<file path="config.mk">
export PLATFORM = sky130hd
export DESIGN_NAME = dice_game_engine
export DESIGN_NICKNAME = d
export VERILOG_FILES = /design/src/rtl/dice_game_engine.sv
export SDC_FILE = /design/constraint.sdc
export NUM_CORES = 1
export LEC_CHECK = 0
export ABC_AREA = 0
export CORE_MARGIN = 5
export CORE_UTILIZATION = 30
export CTS_CLUSTER_DIAMETER = 120
export DETAILED_ROUTE_END_ITERATION = 10
export HOLD_SLACK_MARGIN = 0.05
export PLACE_DENSITY = 0.59
export SLEW_MARGIN = 0
export SYNTH_ARGS = -nofsm -noshare
export SYNTH_HDL_FRONTEND = slang
export SYNTH_SLANG_ARGS = --single-unit
</file>
<file path="constraint.sdc">
create_clock -name clk -period 3.48 [get_ports clk]
set_clock_uncertainty 0.15 [all_clocks]
set_input_delay 0.522 -clock clk [delete_from_list [all_inputs] [get_ports clk]]
set_output_delay 0.522 -clock clk [all_outputs]
set_load 0.05 [all_outputs]
</file>
<file path="src/rtl/dice_game_engine.sv">
// rtl/dice_game_engine.sv - two-die craps controller with scores; optional DICE_EXT_SUM_EN takes the sum from sum_in
module dice_game_engine #(
    parameter int SIDES     = 6,
    parameter int WIN_A     = 7,
    parameter int WIN_B     = 11,
    parameter int LOSE_A    = 2,
    parameter int LOSE_B    = 3,
    parameter int LOSE_C    = 12,
    parameter int LOSE_PT   = 7,
    parameter int MAX_ROLLS = 0,
    parameter int CNT_W     = 8,
    localparam int SW       = $clog2(2*SIDES+1),
    localparam int DW       = $clog2(SIDES+1)
) (
    input  logic             clk,
    input  logic             rst,
    input  logic             rb,
`ifdef DICE_EXT_SUM_EN
    input  logic [SW-1:0]    sum_in,
`endif
    output logic             roll,
    output logic             win,
    output logic             lose,
    output logic [2:0]       state,
    output logic [DW-1:0]    die1,
    output logic [DW-1:0]    die2,
    output logic [SW-1:0]    sum,
    output logic [SW-1:0]    point,
    output logic [CNT_W-1:0] roll_cnt,
    output logic [CNT_W-1:0] wins,
    output logic [CNT_W-1:0] losses
);

    typedef enum logic [2:0] {
        S_START = 3'd0,
        S_ROLL1 = 3'd1,
        S_POINT = 3'd2,
        S_ROLLN = 3'd3,
        S_WIN   = 3'd4,
        S_LOSE  = 3'd5
    } state_t;

    localparam logic [SW-1:0]    WIN_A_S   = SW'(WIN_A);
    localparam logic [SW-1:0]    WIN_B_S   = SW'(WIN_B);
    localparam logic [SW-1:0]    LOSE_A_S  = SW'(LOSE_A);
    localparam logic [SW-1:0]    LOSE_B_S  = SW'(LOSE_B);
    localparam logic [SW-1:0]    LOSE_C_S  = SW'(LOSE_C);
    localparam logic [SW-1:0]    LOSE_PT_S = SW'(LOSE_PT);
    localparam logic [CNT_W-1:0] MAX_R_S   = CNT_W'(MAX_ROLLS);
    localparam logic [CNT_W-1:0] CNT_MAX   = '1;

    state_t           st;
    logic             rb_q;
    logic             rise;
    logic             fall;
    logic [SW-1:0]    eval_sum;
    logic [CNT_W-1:0] cnt_inc;

    assign rise  = rb & ~rb_q;
    assign fall  = ~rb & rb_q;
    assign state = st;
    assign roll  = (st == S_ROLL1) || (st == S_ROLLN);

    // Point-phase roll counter saturates rather than wrapping back to zero
    assign cnt_inc = (roll_cnt == CNT_MAX) ? roll_cnt : roll_cnt + 1'b1;

`ifdef DICE_EXT_SUM_EN
    assign eval_sum = sum_in;
    assign die1     = '0;
    assign die2     = '0;
`else
    assign eval_sum = SW'(die1) + SW'(die2);

    // Dice behave as a two-digit odometer that spins while the button is held in a rolling state
    always_ff @(posedge clk or negedge rst) begin
        if (!rst) begin
            die1 <= DW'(1);
            die2 <= DW'(1);
        end else if (roll && rb) begin
            if (die1 == DW'(SIDES)) begin
                die1 <= DW'(1);
                die2 <= (die2 == DW'(SIDES)) ? DW'(1) : die2 + 1'b1;
            end else begin
                die1 <= die1 + 1'b1;
            end
        end
    end
`endif

    // Game FSM: starts rolls on button rise, evaluates on button fall, keeps scores across games
    always_ff @(posedge clk or negedge rst) begin
        if (!rst) begin
            st       <= S_START;
            rb_q     <= 1'b0;
            win      <= 1'b0;
            lose     <= 1'b0;
            sum      <= '0;
            point    <= '0;
            roll_cnt <= '0;
            wins     <= '0;
            losses   <= '0;
        end else begin
            rb_q <= rb;
            case (st)
                S_START: if (rise) st <= S_ROLL1;
                S_POINT: if (rise) st <= S_ROLLN;
                S_WIN, S_LOSE: begin
                    if (rise) begin
                        win      <= 1'b0;
                        lose     <= 1'b0;
                        point    <= '0;
                        roll_cnt <= '0;
                        st       <= S_ROLL1;
                    end
                end
                S_ROLL1: begin
                    if (fall) begin
                        sum <= eval_sum;
                        if (eval_sum == WIN_A_S || eval_sum == WIN_B_S) begin
                            st  <= S_WIN;
                            win <= 1'b1;
                            if (wins != CNT_MAX) wins <= wins + 1'b1;
                        end else if (eval_sum == LOSE_A_S || eval_sum == LOSE_B_S ||
                                     eval_sum == LOSE_C_S) begin
                            st   <= S_LOSE;
                            lose <= 1'b1;
                            if (losses != CNT_MAX) losses <= losses + 1'b1;
                        end else begin
                            point <= eval_sum;
                            st    <= S_POINT;
                        end
                    end
                end
                S_ROLLN: begin
                    if (fall) begin
                        sum      <= eval_sum;
                        roll_cnt <= cnt_inc;
                        if (eval_sum == point) begin
                            st  <= S_WIN;
                            win <= 1'b1;
                            if (wins != CNT_MAX) wins <= wins + 1'b1;
                        end else if (eval_sum == LOSE_PT_S ||
                                     (MAX_ROLLS != 0 && cnt_inc == MAX_R_S)) begin
                            st   <= S_LOSE;
                            lose <= 1'b1;
                            if (losses != CNT_MAX) losses <= losses + 1'b1;
                        end else begin
                            st <= S_POINT;
                        end
                    end
                end
                default: st <= S_START;
            endcase
        end
    end

endmodule
</file>
==> flow_metrics.tcl <==
set metrics [dict create \
    status "complete, no violations" \
    cts_buffer_depth 2 \
    synth_edf_count 0 \
    core_area_um2 7610 \
    yosys-top-cells-area "dfrtp_1 (46%), xor2_1 (5.7%), xnor2_1 (4.2%)" \
    holdBufCountCts 0 \
    synth_cells 225 \
    ys_ff_latch 44 \
    io_buffers 46 \
    path_buf_inv 0 \
    grt_pass1_vias 1842 \
    setup_violations 0 \
    synth-seq-area-share 0.480 \
    grt_overflow_total 0 \
    start_util 0.302 \
    hold_class "input pin to async pin" \
    firstDrtPassIters 4 \
    cts.repair.resized 0 \
    fp.dieW_um 97.6 \
    cts.sinks 44 \
    insertion_delay_ns 0.30 \
    drive_above_1_share 0.0866 \
    routed_wl_um 5230 \
    fin_tns_setup_ns 0 \
    area_delta_synth_final_pct 30.0 \
    slowest_stage "dfstp_2" \
    slew-limit-headroom 0.349 \
    yosysTopAreaCell "dfrtp_1" \
    slew_viol_final 0 \
    hpwl_um 3870 \
    reg2reg_from "die1[0]" \
    cts_tree "yes" \
    p_leak_nw 1.33 \
    post-route-period-util 0.878 \
    fmax_mhz 327 \
    root_buffer "clkbuf_8" \
    vias_per_cell 4.82 \
    tightestPinTransition_ns 0.977 \
    htreeDepth 2 \
    drc 0 \
    synthFlopType "dfrtp_1" \
    startpoint "die1[0]" \
    end_kind "flip-flop" \
    insertedDiodeCount 0 \
    gp_congestion 0.865 \
    crit_top_cell "mux2_2" \
    syn_avg_cell_area_um2 10.2 \
    fin_crit_ns 3.06 \
    fp.dieH_um 97.6 \
    startpoint_type "flip-flop" \
    routedWlPerCell_um 13.8 \
    synth.top_cell.area_share 0.457 \
    synth.distinct_cells 44 \
    via_count 1828 \
    grt_max_degree 45 \
    antenna_found_initial 0 \
    p_per_area_nw_per_um2 956 \
    crit_path_max_fanout 8 \
    path_clk_slew_ns 0.09 \
    nets 286 \
    drt_iter0_drc 129 \
    ios 47 \
    vdd_ir_drop_max_mv 0.514 \
    antenna_left 0 \
    rsz0062_at_grt "false" \
    dieArea_um2 9520 \
    power_mw 2.86 \
    post_cts_buffers 0 \
    track_usage 0.117 \
    numCtsBuffers 5 \
    cp.arrival_ns 3.10 \
    ys_warn_count 0 \
    synth_area_um2 2300 \
    crit_path_cell_trace "ha_1, fa_1, xor2_1, nor2_1, a31oi_1, mux2_2, nand3_1, mux2_2" \
    critical-path-top-delay-family "adder cells" \
    syn-num-nets 235 \
    async_reset_ff_frac 1.00 \
    num_rows 32 \
    drv_cap 0 \
    worst-endpoint-required_ns 3.53 \
    path_class "flip-flop to flip-flop" \
    grt_pass1_wl_um 9100 \
    slowest_delay_ns 0.59 \
    final_hold_viol_count 0 \
]
## flip-flops by register name (all words and copies together) (netlist names)
signal    cells
wins          8
die2          3
lose          1
losses        8
sum           4
win           1
rb_q          1
point         4
roll_cnt      8
die1          3
state         3
## where the power goes
part | switching, mW | internal [mW] | leakage [nW] | total [mW]
Clock | 0.172 | 0.215 | 0.0524 | 0.387
Sequential | 0.179 | 0.667 | 0.574 | 0.847
Combinational | 1.07 | 0.559 | 0.700 | 1.63
Total | 1.42 | 1.44 | 1.33 | 2.86
## layout by cell type (no fill, tap or decap), types with 4 or more instances in the layout
cell type and count:
dfrtp_1 42, xor2_1 15, a21oi_1 9, nor2_1 14, nor3b_1 4, nand3_1 15
nand2_1 22, inv_1 5, o21ai_0 11, nand4_1 9, xnor2_1 11, and3_1 11
clkdlybuf4s50_1 45, clkbuf_8 5, mux2_2 4, ha_1 6, nand2b_1 5
## layout make-up
| class | instances | area, um^2 |
|---|---|---|
| multi-input cells | 172 | 1160 |
| clock inverters | 1 | 30.0 |
| flip-flops and latches | 44 | 1100 |
| well taps | 102 | 128 |
| clock buffers | 7 | 76.3 |
| fillers | 775 | 4620 |
| inverters | 5 | 18.8 |
| repair buffers | 48 | 470 |
## routing by layer
layer	wire (um)	GRT usage
met2	2350	0.172
met4	75	0.0415
met3	275	0.0388
met5	0	0
met1	2530	0.160
## cell families (layout without fill, tap and decap cells)
group           after synthesis  in the layout  synth area share
buf+inv                       9             61            0.0147
mux                           7              7            0.0348
simple gates                 95             95             0.221
flops                        44             44             0.480
fa+ha+maj                     7              7            0.0413
xor+xnor                     27             27             0.106
compound gates               36             36             0.103
## Yosys cell counts, drive strengths merged (2+ instances only)
cell and instances:
inv 5, a211oi 2, xnor2 11, dfstp 2, o21ai 12, mux2i 2, nand4 10, nor3b 5
nor3 3, mux2 5, dfrtp 42, a31oi 3, ha 6, and2 4, clkbuf 4, nand2b 5
nand3 15, nor2 14, or2 2, nand2 22, and3 11, xor2 16, a21oi 9, nor2b 2
a22o 2
## per-stage QoR
step / cells / hold slack, ns / setup WS, ns / cell area [um^2] / utilization
final: 379 / 0.226 / 0.424 / 2990 / 0.393
after global routing: 379 / 0.325 / 0.264 / 2990 / 0.393
after CTS: 379 / 0.261 / 0.436 / 2990 / 0.393
after detailed placement: 371 / 0.339 / 0.448 / 2880 / 0.379
after global placement: 371 / 0.333 / 0.527 / 2880 / 0.379
after floorplan: 225 / 0.0764 / 0.385 / 2300 / -
## worst reg2reg max path, delay by kind of cell (launching register included)
kind / cells / cell delay [ns]
AO/OA/AOI/OAI: 1 / 0.17
multiplexers: 2 / 0.70
XOR/XNOR: 1 / 0.20
adder cells (fa/ha/maj): 2 / 0.74
flip-flops: 1 / 0.59
AND/OR/NAND/NOR: 2 / 0.41
## path summary, 6_finish.rpt
path / endpoint / slack (ns) / depth (start not counted)
max: losses[1] / 0.42 / 8
min: losses[7] / 0.23 / 1
max reg2reg: losses[1] / 0.42 / 8
min reg2reg: wins[6] / 0.35 / 1
max in group asynchronous: sum[0] / 2.34 / 1
min in group clk: wins[6] / 0.35 / 1
Note: power is estimated with default switching activity, not from simulation.
